**config.mk**
```make
export PLATFORM = sky130hd
export DESIGN_NAME = load_store_unit_flat
export DESIGN_NICKNAME = d
export VERILOG_FILES = /design/src/rtl/lsu_pkg.sv /design/src/rtl/load_store_unit_if.sv /design/src/rtl/lsu_lane_align.sv /design/src/rtl/load_store_unit.sv /design/src/flat_wrapper.sv
export SDC_FILE = /design/constraint.sdc
export NUM_CORES = 1
export LEC_CHECK = 0
export ABC_AREA = 1
export CAP_MARGIN = 20
export CORE_MARGIN = 3
export CORE_UTILIZATION = 53
export DETAILED_ROUTE_END_ITERATION = 10
export PLACE_DENSITY = 0.86
export RECOVER_POWER = 100
export SETUP_SLACK_MARGIN = 0.05
export SLEW_MARGIN = 20
export SYNTH_ARGS = -nofsm -noshare
export SYNTH_HDL_FRONTEND = slang
export SYNTH_SLANG_ARGS = --single-unit
```
**constraint.sdc**
```tcl
create_clock -name clk -period 4.32 [get_ports clk]
set_input_delay 0.864 -clock clk [delete_from_list [all_inputs] [get_ports clk]]
set_output_delay 0.864 -clock clk [all_outputs]
set_load 0.01 [all_outputs]
```
**src/rtl/lsu_pkg.sv**
```systemverilog
// -----------------------------------------------------------------------------
// lsu_pkg
// Shared types for the load/store unit: access-size encodings, FSM state
// encoding and the alignment rule for an access.
// -----------------------------------------------------------------------------
package lsu_pkg;

    typedef enum logic [1:0] {
        SZ_BYTE = 2'b00,
        SZ_HALF = 2'b01,
        SZ_WORD = 2'b10,
        SZ_RSVD = 2'b11
    } lsu_size_e;

    typedef enum logic [1:0] {
        S_IDLE,
        S_READ,
        S_WRITE,
        S_RESP
    } lsu_state_e;

    // True when the byte offset is not a multiple of the access size.
    function automatic logic is_misaligned(input logic [1:0] size, input logic [1:0] off);
        logic mis;
        mis = 1'b0;
        if (size == SZ_HALF) mis = off[0];
        if (size == SZ_WORD) mis = (off != 2'b00);
        return mis;
    endfunction

endpackage

```
**src/rtl/load_store_unit_if.sv**
```systemverilog
// -----------------------------------------------------------------------------
// load_store_unit_if
// Bundles the core-side request/response handshake and the data-memory port.
//   slave  : the load/store unit's view (takes requests, drives memory)
//   master : the environment's view (issues requests, models the memory)
// -----------------------------------------------------------------------------
interface load_store_unit_if;
    logic        req_valid;
    logic        req_ready;
    logic        req_we;
    logic [1:0]  req_size;
    logic        req_unsigned;
    logic [31:0] req_addr;
    logic [31:0] req_wdata;
    logic        resp_valid;
    logic [31:0] resp_rdata;
    logic        resp_err;
    logic        mem_we;
    logic [31:0] mem_a;
    logic [31:0] mem_wd;
    logic [31:0] mem_rd;

    modport slave (
        input  req_valid, req_we, req_size, req_unsigned, req_addr, req_wdata, mem_rd,
        output req_ready, resp_valid, resp_rdata, resp_err, mem_we, mem_a, mem_wd
    );

    modport master (
        output req_valid, req_we, req_size, req_unsigned, req_addr, req_wdata, mem_rd,
        input  req_ready, resp_valid, resp_rdata, resp_err, mem_we, mem_a, mem_wd
    );
endinterface

```
**src/rtl/lsu_lane_align.sv**
```systemverilog
// -----------------------------------------------------------------------------
// lsu_lane_align
// Purely combinational little-endian lane logic.
//   word_i     : memory word (read data for loads, old word for merges)
//   off_i      : byte offset within the word
//   size_i     : access size
//   unsigned_i : 1 = zero-extend loads, 0 = sign-extend
//   wdata_i    : right-justified store data
//   load_o     : selected lane extended to 32 bits
//   store_o    : word_i with the selected lane replaced by wdata_i
// -----------------------------------------------------------------------------
module lsu_lane_align
    import lsu_pkg::*;
(
    input  logic [31:0] word_i,
    input  logic [1:0]  off_i,
    input  logic [1:0]  size_i,
    input  logic        unsigned_i,
    input  logic [31:0] wdata_i,
    output logic [31:0] load_o,
    output logic [31:0] store_o
);

    logic [7:0]  byte_sel;
    logic [15:0] half_sel;

    always_comb begin
        byte_sel = word_i[{off_i, 3'b000} +: 8];
        half_sel = word_i[{off_i[1], 4'b0000} +: 16];
        load_o   = word_i;
        store_o  = wdata_i;
        case (size_i)
            SZ_BYTE: begin
                load_o  = {{24{~unsigned_i & byte_sel[7]}}, byte_sel};
                store_o = word_i;
                store_o[{off_i, 3'b000} +: 8] = wdata_i[7:0];
            end
            SZ_HALF: begin
                load_o  = {{16{~unsigned_i & half_sel[15]}}, half_sel};
                store_o = word_i;
                store_o[{off_i[1], 4'b0000} +: 16] = wdata_i[15:0];
            end
            default: begin
                load_o  = word_i;
                store_o = wdata_i;
            end
        endcase
    end

endmodule

```
**src/rtl/load_store_unit.sv**
```systemverilog
// -----------------------------------------------------------------------------
// load_store_unit
// Sequences one load/store at a time between the core and a word-wide data
// memory. Sub-word stores are done as read-modify-write.
//   clk   : rising-edge clock
//   rst_n : asynchronous active-low reset
//   bus   : request/response handshake and data-memory port (slave view)
// Parameters:
//   MEM_WORDS   : memory depth in 32-bit words
//   CHECK_RANGE : 1 = out-of-range index is an error, 0 = index wraps
// -----------------------------------------------------------------------------
module load_store_unit
    import lsu_pkg::*;
#(
    parameter int unsigned MEM_WORDS   = 16,
    parameter bit          CHECK_RANGE = 1'b1
) (
    input  logic               clk,
    input  logic               rst_n,
    load_store_unit_if.slave   bus
);

    lsu_state_e  state_q;
    logic [31:0] addr_q;
    logic        we_q;
    logic [1:0]  size_q;
    logic        uns_q;
    logic [31:0] wdata_q;
    logic [31:0] old_word_q;
    logic        resp_valid_q;
    logic [31:0] resp_rdata_q;
    logic        resp_err_q;

    logic        req_err;
    logic [31:0] align_word;
    logic [31:0] load_val;
    logic [31:0] store_val;
    logic [31:0] wrap_idx;

    always_comb begin
        req_err = (bus.req_size == SZ_RSVD) || is_misaligned(bus.req_size, bus.req_addr[1:0]);
        if (CHECK_RANGE && ({2'b00, bus.req_addr[31:2]} >= MEM_WORDS)) req_err = 1'b1;
    end

    // Loads extract from the live read data; merges use the word captured in READ.
    assign align_word = (state_q == S_READ) ? bus.mem_rd : old_word_q;

    lsu_lane_align u_lane_align (
        .word_i     (align_word),
        .off_i      (addr_q[1:0]),
        .size_i     (size_q),
        .unsigned_i (uns_q),
        .wdata_i    (wdata_q),
        .load_o     (load_val),
        .store_o    (store_val)
    );

    always_ff @(posedge clk or negedge rst_n) begin
        if (!rst_n) begin
            state_q      <= S_IDLE;
            addr_q       <= '0;
            we_q         <= 1'b0;
            size_q       <= 2'b00;
            uns_q        <= 1'b0;
            wdata_q      <= '0;
            old_word_q   <= '0;
            resp_valid_q <= 1'b0;
            resp_rdata_q <= '0;
            resp_err_q   <= 1'b0;
        end else begin
            case (state_q)
                S_IDLE: begin
                    if (bus.req_valid) begin
                        addr_q  <= bus.req_addr;
                        we_q    <= bus.req_we;
                        size_q  <= bus.req_size;
                        uns_q   <= bus.req_unsigned;
                        wdata_q <= bus.req_wdata;
                        if (req_err) begin
                            state_q      <= S_RESP;
                            resp_valid_q <= 1'b1;
                            resp_err_q   <= 1'b1;
                            resp_rdata_q <= '0;
                        end else if (bus.req_we && (bus.req_size == SZ_WORD)) begin
                            state_q <= S_WRITE;
                        end else begin
                            state_q <= S_READ;
                        end
                    end
                end
                S_READ: begin
                    old_word_q <= bus.mem_rd;
                    if (!we_q) begin
                        resp_rdata_q <= load_val;
                        resp_valid_q <= 1'b1;
                        state_q      <= S_RESP;
                    end else begin
                        state_q <= S_WRITE;
                    end
                end
                S_WRITE: begin
                    resp_valid_q <= 1'b1;
                    state_q      <= S_RESP;
                end
                S_RESP: begin
                    resp_valid_q <= 1'b0;
                    resp_rdata_q <= '0;
                    resp_err_q   <= 1'b0;
                    state_q      <= S_IDLE;
                end
                default: state_q <= S_IDLE;
            endcase
        end
    end

    assign wrap_idx = {2'b00, addr_q[31:2]} % MEM_WORDS;

    always_comb begin
        if (CHECK_RANGE) bus.mem_a = {addr_q[31:2], 2'b00};
        else             bus.mem_a = wrap_idx << 2;
    end

    // Write enable decodes straight from state so it falls with the async reset.
    assign bus.mem_we     = (state_q == S_WRITE);
    assign bus.mem_wd     = bus.mem_we ? store_val : 32'h0;
    assign bus.req_ready  = (state_q == S_IDLE);
    assign bus.resp_valid = resp_valid_q;
    assign bus.resp_rdata = resp_rdata_q;
    assign bus.resp_err   = resp_err_q;

endmodule

```
**src/flat_wrapper.sv**
```systemverilog
// flat-port wrapper written by rule: the top's interface ports become plain ports
module load_store_unit_flat import lsu_pkg::*;
#(
    parameter int unsigned MEM_WORDS   = 16,
    parameter bit          CHECK_RANGE = 1'b1
)
  (clk, rst_n, bus_req_valid, bus_req_we, bus_req_size, bus_req_unsigned, bus_req_addr, bus_req_wdata, bus_mem_rd, bus_req_ready, bus_resp_valid, bus_resp_rdata, bus_resp_err, bus_mem_we, bus_mem_a, bus_mem_wd);
  load_store_unit_if bus_i ();
  input  logic clk;
  input  logic rst_n;
  input wire logic [$bits(bus_i.req_valid)-1:0] bus_req_valid;
  input wire logic [$bits(bus_i.req_we)-1:0] bus_req_we;
  input wire logic [$bits(bus_i.req_size)-1:0] bus_req_size;
  input wire logic [$bits(bus_i.req_unsigned)-1:0] bus_req_unsigned;
  input wire logic [$bits(bus_i.req_addr)-1:0] bus_req_addr;
  input wire logic [$bits(bus_i.req_wdata)-1:0] bus_req_wdata;
  input wire logic [$bits(bus_i.mem_rd)-1:0] bus_mem_rd;
  output wire logic [$bits(bus_i.req_ready)-1:0] bus_req_ready;
  output wire logic [$bits(bus_i.resp_valid)-1:0] bus_resp_valid;
  output wire logic [$bits(bus_i.resp_rdata)-1:0] bus_resp_rdata;
  output wire logic [$bits(bus_i.resp_err)-1:0] bus_resp_err;
  output wire logic [$bits(bus_i.mem_we)-1:0] bus_mem_we;
  output wire logic [$bits(bus_i.mem_a)-1:0] bus_mem_a;
  output wire logic [$bits(bus_i.mem_wd)-1:0] bus_mem_wd;
  assign bus_i.req_valid = bus_req_valid;
  assign bus_i.req_we = bus_req_we;
  assign bus_i.req_size = bus_req_size;
  assign bus_i.req_unsigned = bus_req_unsigned;
  assign bus_i.req_addr = bus_req_addr;
  assign bus_i.req_wdata = bus_req_wdata;
  assign bus_i.mem_rd = bus_mem_rd;
  assign bus_req_ready = bus_i.req_ready;
  assign bus_resp_valid = bus_i.resp_valid;
  assign bus_resp_rdata = bus_i.resp_rdata;
  assign bus_resp_err = bus_i.resp_err;
  assign bus_mem_we = bus_i.mem_we;
  assign bus_mem_a = bus_i.mem_a;
  assign bus_mem_wd = bus_i.mem_wd;
  load_store_unit #(.MEM_WORDS(MEM_WORDS), .CHECK_RANGE(CHECK_RANGE)) u_core (.clk(clk), .rst_n(rst_n), .bus(bus_i));
endmodule
```
==> Yosys cells after proc, flatten, opt, wreduce, memory -nomap -nowiden <==
Cells that the tools add are included.
{ "classes": {"shifts": 6, "n_reduce_logical": 11, "eq_ne": 10, "magnitude_cmp": 1, "n_mux": 23, "bitwise": 3, "n_addsub": 2} }
{ "ops": {"columns": ["cell", "n"], "rows": [
  ["$mux W32", 5],
  ["$pmux W32 S2", 2],
  ["$pmux W32 S3", 1],
  ["$bwmux W32", 2],
  ["$shift A16 B7 Y32 const A", 1],
  ["$shift A8 B7 Y32 const A", 1],
  ["$shiftx A16 B7 Y32", 1],
  ["$shiftx A32 B6 Y16", 1],
  ["$shiftx A32 B6 Y8", 1],
  ["$shiftx A8 B7 Y32", 1],
  ["$ge A30 B5 Y1 const B", 1],
  ["$neg A5 Y7", 2],
  ["$eq A2 B2 Y1 const B", 4],
  ["$pmux W2 S4", 1],
  ["$mux W1", 7],
  ["$eq A2 B1 Y1 const B", 3],
  ["$mux W2", 3],
  ["$reduce_and A3 Y1", 2],
  ["$logic_not A2 Y1", 2],
  ["$ne A2 B2 Y1 const B", 2],
  ["$pmux W1 S4", 1],
  ["$reduce_and A4 Y1", 1],
  ["$reduce_bool A2 Y1", 2],
  ["$reduce_bool A3 Y1", 1],
  ["other kinds (7)", 8]
]} }
{ "totals": {"out_inout_bits": 100, "register_bits": 136, "inputBits": 103, "wordCells": 66} }

==> Logic depth before layout (Yosys ltp) <==
{ "depth": {"ltp_word": 8, "ltp_mapped": 13, "mapped_depth_nobuf": 11} }

==> Hierarchy <==
From an unflattened synthesis, not the netlist that was laid out.
{ "unflattened": {"cells_unflattened": 1151, "hier_area_um2": 8420.6} }
{ "modules_own_cells": {"columns": ["module", "cells_each", "seq_area_each_um2", "n_inst", "area_each_um2"], "rows": [
  ["load_store_unit", 683, 3403.3, 1, 6302.3],
  ["lsu_lane_align", 468, 0.0, 1, 2118.3]
]} }

==> Worst setup path after synthesis <==
OpenSTA, ideal clock, no wires.
{ "synth_path": {"path_type": "flip-flop to output port", "from": "register u_core.addr_q[1]", "to": "output bus_mem_wd[0]", "n_path_buf": 3, "required_ns": 3.456, "path_slack_ns": 1.416, "path_stages_with_launch": 11, "arrival_ns": 2.040, "path_cell_list": "dfrtp_1 -> buf_4 -> inv_2 -> buf_2 -> ha_1 -> clkbuf_1 -> inv_1 -> nand3_1 -> nand3_1 -> nand2_1 -> a211oi_1"} }
{ "synth_via": {"elab_chain_cells": 5, "word_cells_on_any_way": 10, "cone_classes": "add/sub: 2; shift: 4; mux: 4"} }
{ "synth_rtl": {"columns": ["element", "line_no", "rtl"], "rows": [
  ["from (decl)", "load_store_unit.sv:24", "logic [31:0] addr_q;"],
  ["from (signal assigned)", "load_store_unit.sv:74", "addr_q <= bus.req_addr;"],
  ["$neg A5 Y7, on equally long branches", "lsu_lane_align.sv:41, lsu_lane_align.sv:36", null],
  ["$shiftx A16 B7 Y32, or another cell as far along", "lsu_lane_align.sv:41", "store_o[{off_i[1], 4'b0000} +: 16] = wdata_i[15:0];"],
  ["$bwmux W32, on equally long branches", "lsu_lane_align.sv:41, lsu_lane_align.sv:36", null],
  ["$pmux W32 S2 (*)", "lsu_lane_align.sv:32", "case (size_i)"],
  ["$mux W32 (*)", "load_store_unit.sv:125", "assign bus.mem_wd = bus.mem_we ? store_val : 32'h0;"],
  ["to (decl)", "flat_wrapper.sv:24", "output wire logic [$bits(bus_i.mem_wd)-1:0] bus_mem_wd;"]
]} }
Every way passes the cells marked *; elsewhere a longest branch is shown, timed or not.

==> Worst setup path in the final report <==
{ "layout_path": {"from": "register u_core.addr_q[1]", "to": "output bus_mem_wd[26]"} }
Same word-level chain as after synthesis.

==> metrics.log <==
INFO  metric timing.final.hold_violations = 0
INFO  metric port_buffers = 200
INFO  metric cp_data_arrival_time = 3.15 ns
INFO  metric timing.hold.worst.class = flip-flop to flip-flop
INFO  metric clock_latency = 0.43 ns
INFO  metric placed_cells_incl_taps = 1293
INFO  metric reg2reg_depth = 6
INFO  metric fill_cell_count = 1146
INFO  metric syn_inst = 992
INFO  metric route.detailed.drc = 0
INFO  metric route.detailed.vias_per_inst = 5.730
INFO  metric criticalPathCategory = flip-flop to primary output
INFO  metric final_layout_size_suffix_gt1_frac = 0.03853
INFO  metric vdd_ir_drop_max = approximately 0.43 mV
INFO  metric row_count = 43
INFO  metric layout-area-overhead-vs-synth = 29.64%
INFO  metric synth-async-reset-ratio = 1.000
INFO  metric core-area = 0.01393 mm^2
INFO  metric syn_area_per_cell = 7.617 um^2
INFO  metric hold_end = u_core.addr_q[2]$_DFFE_PN0P_
INFO  metric wire_per_inst = 17.49 um
INFO  metric firstDrtPassIters = 5
INFO  metric die-area = 0.01573 mm^2
INFO  metric via_count = 7575
INFO  metric postPlaceCellArea = 0.009336 mm^2
INFO  metric netlist.area_leader.share = 0.4504
INFO  metric min_from = u_core.addr_q[2]$_DFFE_PN0P_
INFO  metric grt_pass1_wl = 37080 um
INFO  metric gp_congestion = between 0.9 and 1
INFO  metric synth-edff-count = 0
INFO  metric antenna_found_initial = 0
INFO  metric antenna_left = 0
INFO  metric largest_net_degree_at_the_start_of_global_routing = 122
INFO  metric worstSetupStartpointType = flip-flop
INFO  metric grt_util_all_layers = 0.2952
INFO  metric final.setup_skew = 0.005842 ns
INFO  metric stdcell_area = 0.009796 mm^2
INFO  metric finalNetCount = roughly 1200
INFO  metric numClockSinks = 136
INFO  metric boundary_pins = 203
INFO  metric synth_top_cells_by_count = nand2_1, dfrtp_1, o21ai_0, inv_1, nand3_1
INFO  metric cts-root-buf = clkbuf_16
INFO  metric max_freq = about 250 MHz
INFO  metric ys_ff_latch = 136
INFO  metric maxCapViolCount = 4
INFO  metric postRouteWirelength = 23120 um
INFO  metric yosys-top-cells-area = dfrtp_1, nand2_1, o21ai_0
INFO  metric fin_setup_tns = 0 ns
INFO  metric violations = capacitance limit, slew limit
INFO  metric timing_worst_slew_pin_value = between 2 and 3 ns
INFO  metric grt_overflow_total = 0
INFO  metric diodes = 0
INFO  metric ys_dominant_reg_cell = dfrtp_1
INFO  metric grt_pass1_vias = around 7000
INFO  metric final_min_period_over_clock_period = 0.9300
INFO  metric clock_tree_from_tritoncts = yes
INFO  metric r2r-end = u_core.wdata_q[0]$_DFFE_PN0P_
INFO  metric final-instance-count-excl-fill = 1322
INFO  metric crit_fanout = 21
INFO  metric worst_slew_margin_rel = -0.9757
INFO  metric die-width = 125.4 um
INFO  metric synthesis.yosys.warnings = 0
INFO  metric required = 3.46 ns
INFO  metric cellPowerDensity = 775.2 mW/mm^2
INFO  metric synth.yosys.seq_area_share = 0.4504
INFO  metric start_util = 0.5422
INFO  metric synthDominantAreaCellType = dfrtp_1
INFO  metric post_synth_instance_area = 0.007556 mm^2
INFO  metric numCtsBuffers = 17
INFO  metric final_core_util = 0.7030
INFO  metric power.static_leakage = 4.713 nW
INFO  metric slew_violations = ~270
INFO  metric clk_pin_slew = 0.05 ns
INFO  metric cts_max_path_bufs = 2
INFO  metric place_hpwl = between 15000 and 20000 um
INFO  metric rsz_0062_raised_after_global_routing = no
INFO  metric die_height = 125.4 um
INFO  metric synth_cell_types = 39
INFO  metric end_kind = primary output
INFO  metric clock_tree.htree_level_count = 4
INFO  metric min_path_cells = 2
INFO  metric status = finished with violations
INFO  metric r2r_setup_slack = 0.94 ns
INFO  metric initialDrtViolationCount = between 1000 and 1500
INFO  metric yosys.cell_count.top_type = nand2_1
INFO  metric worstReg2RegStart = u_core.state_q[0]$_DFFE_PN0N_
INFO  metric min_period = 4.018 ns
INFO  metric setup-violations-final = 0
## through the flow
step / setup WS, ns / hold slack (ns) / power [mW]
after floorplan: 1.416 / 0.4491 / 4.917
after global placement: 0.8075 / 0.4626 / 6.264
after detailed placement: 0.7354 / 0.4642 / 6.384
after CTS: 0.2626 / 0.4800 / 7.756
after global routing: 0.1122 / 0.4964 / 8.129
final: 0.3024 / 0.4674 / 7.593
## cells by family (layout without fill, tap and decap cells)
family                     count (synthesis)  in the layout  share of synthesized area
AOI/OAI and AO/OA                        214            214                     0.1707
buffers and inverters                    159            308                     0.1043
DFF                                      136            136                     0.4504
adders and majority gates                 10             10                    0.01656
other                                      1              2                  0.0004963
and+or+nand+nor                          472            472                     0.2575
## per-layer routing
| metal | share of wire | vias up | GRT usage |
|---|---|---|---|
| met5 | 0 | - | 0 |
| met4 | 0.025 | 0 | 0.09758 |
| met3 | 0.096 | 59 | 0.06450 |
| met2 | 0.47 | 441 | 0.4647 |
| met1 | 0.41 | 3531 | 0.4093 |
| li1 | - | 3544 | - |
## flip-flops by register name (all words and copies together), names as in the netlist
register               flops
u_core.addr_q             32
u_core.bus.resp_err        1
u_core.bus.resp_rdata     32
u_core.bus.resp_valid      1
u_core.old_word_q         32
u_core.size_q              2
u_core.state_q             2
u_core.uns_q               1
u_core.wdata_q            32
u_core.we_q                1
## worst max-delay path, cell delays in order (launching register included)
cell and delay (ns):
dfrtp_1 0.38, inv_2 0.33, ha_1 0.49, clkinv_1 0.33
nand3_1 0.19, o21ai_0 0.09, o211ai_1 0.12, a31oi_1 0.15
dlygate4sd3_1 0.64
## layout by cell type, fill, tap and decap left out, types with 2 or more instances in the layout
cell type / n
a221oi_1: 9
a31oi_1: 15
a41oi_1: 2
dfrtp_1: 135
buf_4: 5
o221ai_1: 9
o211ai_1: 16
nor2_1: 42
o21ai_0: 117
dlygate4sd3_1: 97
clkbuf_1: 10
a21oi_1: 26
nand4_1: 25
a211oi_1: 5
o31ai_1: 7
clkinv_2: 3
ha_1: 10
clkinv_1: 3
inv_2: 4
nand3_1: 42
clkdlybuf4s50_1: 102
clkbuf_8: 3
nor3_1: 2
clkbuf_16: 17
o22ai_1: 2
inv_1: 61
o21ai_1: 2
nand2_1: 356
conb_1: 2
## what timing repair did
| action | 4_1_cts | 5_1_grt |
|---|---|---|
| gates resized for setup | 0 | 1 |
| buffers inserted | 0 | 0 |
| hold buffers | 0 | 0 |
| setup endpoints to repair | 0 | 3 |
## worst max-delay path by stage
stage                            startpoint              to  slack (ns)  cells after the start
3_3_place_gp   u_core.addr_q[0]$_DFFE_PN0P_  bus_mem_wd[22]        0.81                      7
3_5_place_dp   u_core.addr_q[0]$_DFFE_PN0P_  bus_mem_wd[21]        0.74                      7
2_1_floorplan  u_core.addr_q[1]$_DFFE_PN0P_   bus_mem_wd[0]        1.42                     10
6_report       u_core.addr_q[1]$_DFFE_PN0P_  bus_mem_wd[26]        0.30                      8
5_1_grt        u_core.addr_q[1]$_DFFE_PN0P_  bus_mem_wd[29]        0.11                      8
4_1_cts        u_core.addr_q[0]$_DFFE_PN0P_  bus_mem_wd[21]        0.26                      7
## layout make-up
| cell class | instances | area, um^2 | share of cell area |
|---|---|---|---|
| sequential | 136 | 3405 | 0.3476 |
| multi-input combinational | 698 | 3321 | 0.3390 |
| timing repair buffer | 210 | 2053 | 0.2096 |
| clock buffer | 25 | 485.5 | 0.04956 |
| inverter | 69 | 261.5 | 0.02670 |
| tap | 180 | 225.2 | 0.02299 |
| clock inverter | 4 | 45.04 | 0.004598 |
## report_power, final
part / switching (mW) / internal (mW)
sequential: 0.348 / 1.86
combinational: 2.57 / 1.47
clock: 0.519 / 0.824
Note: power is estimated with default switching activity, not from simulation.
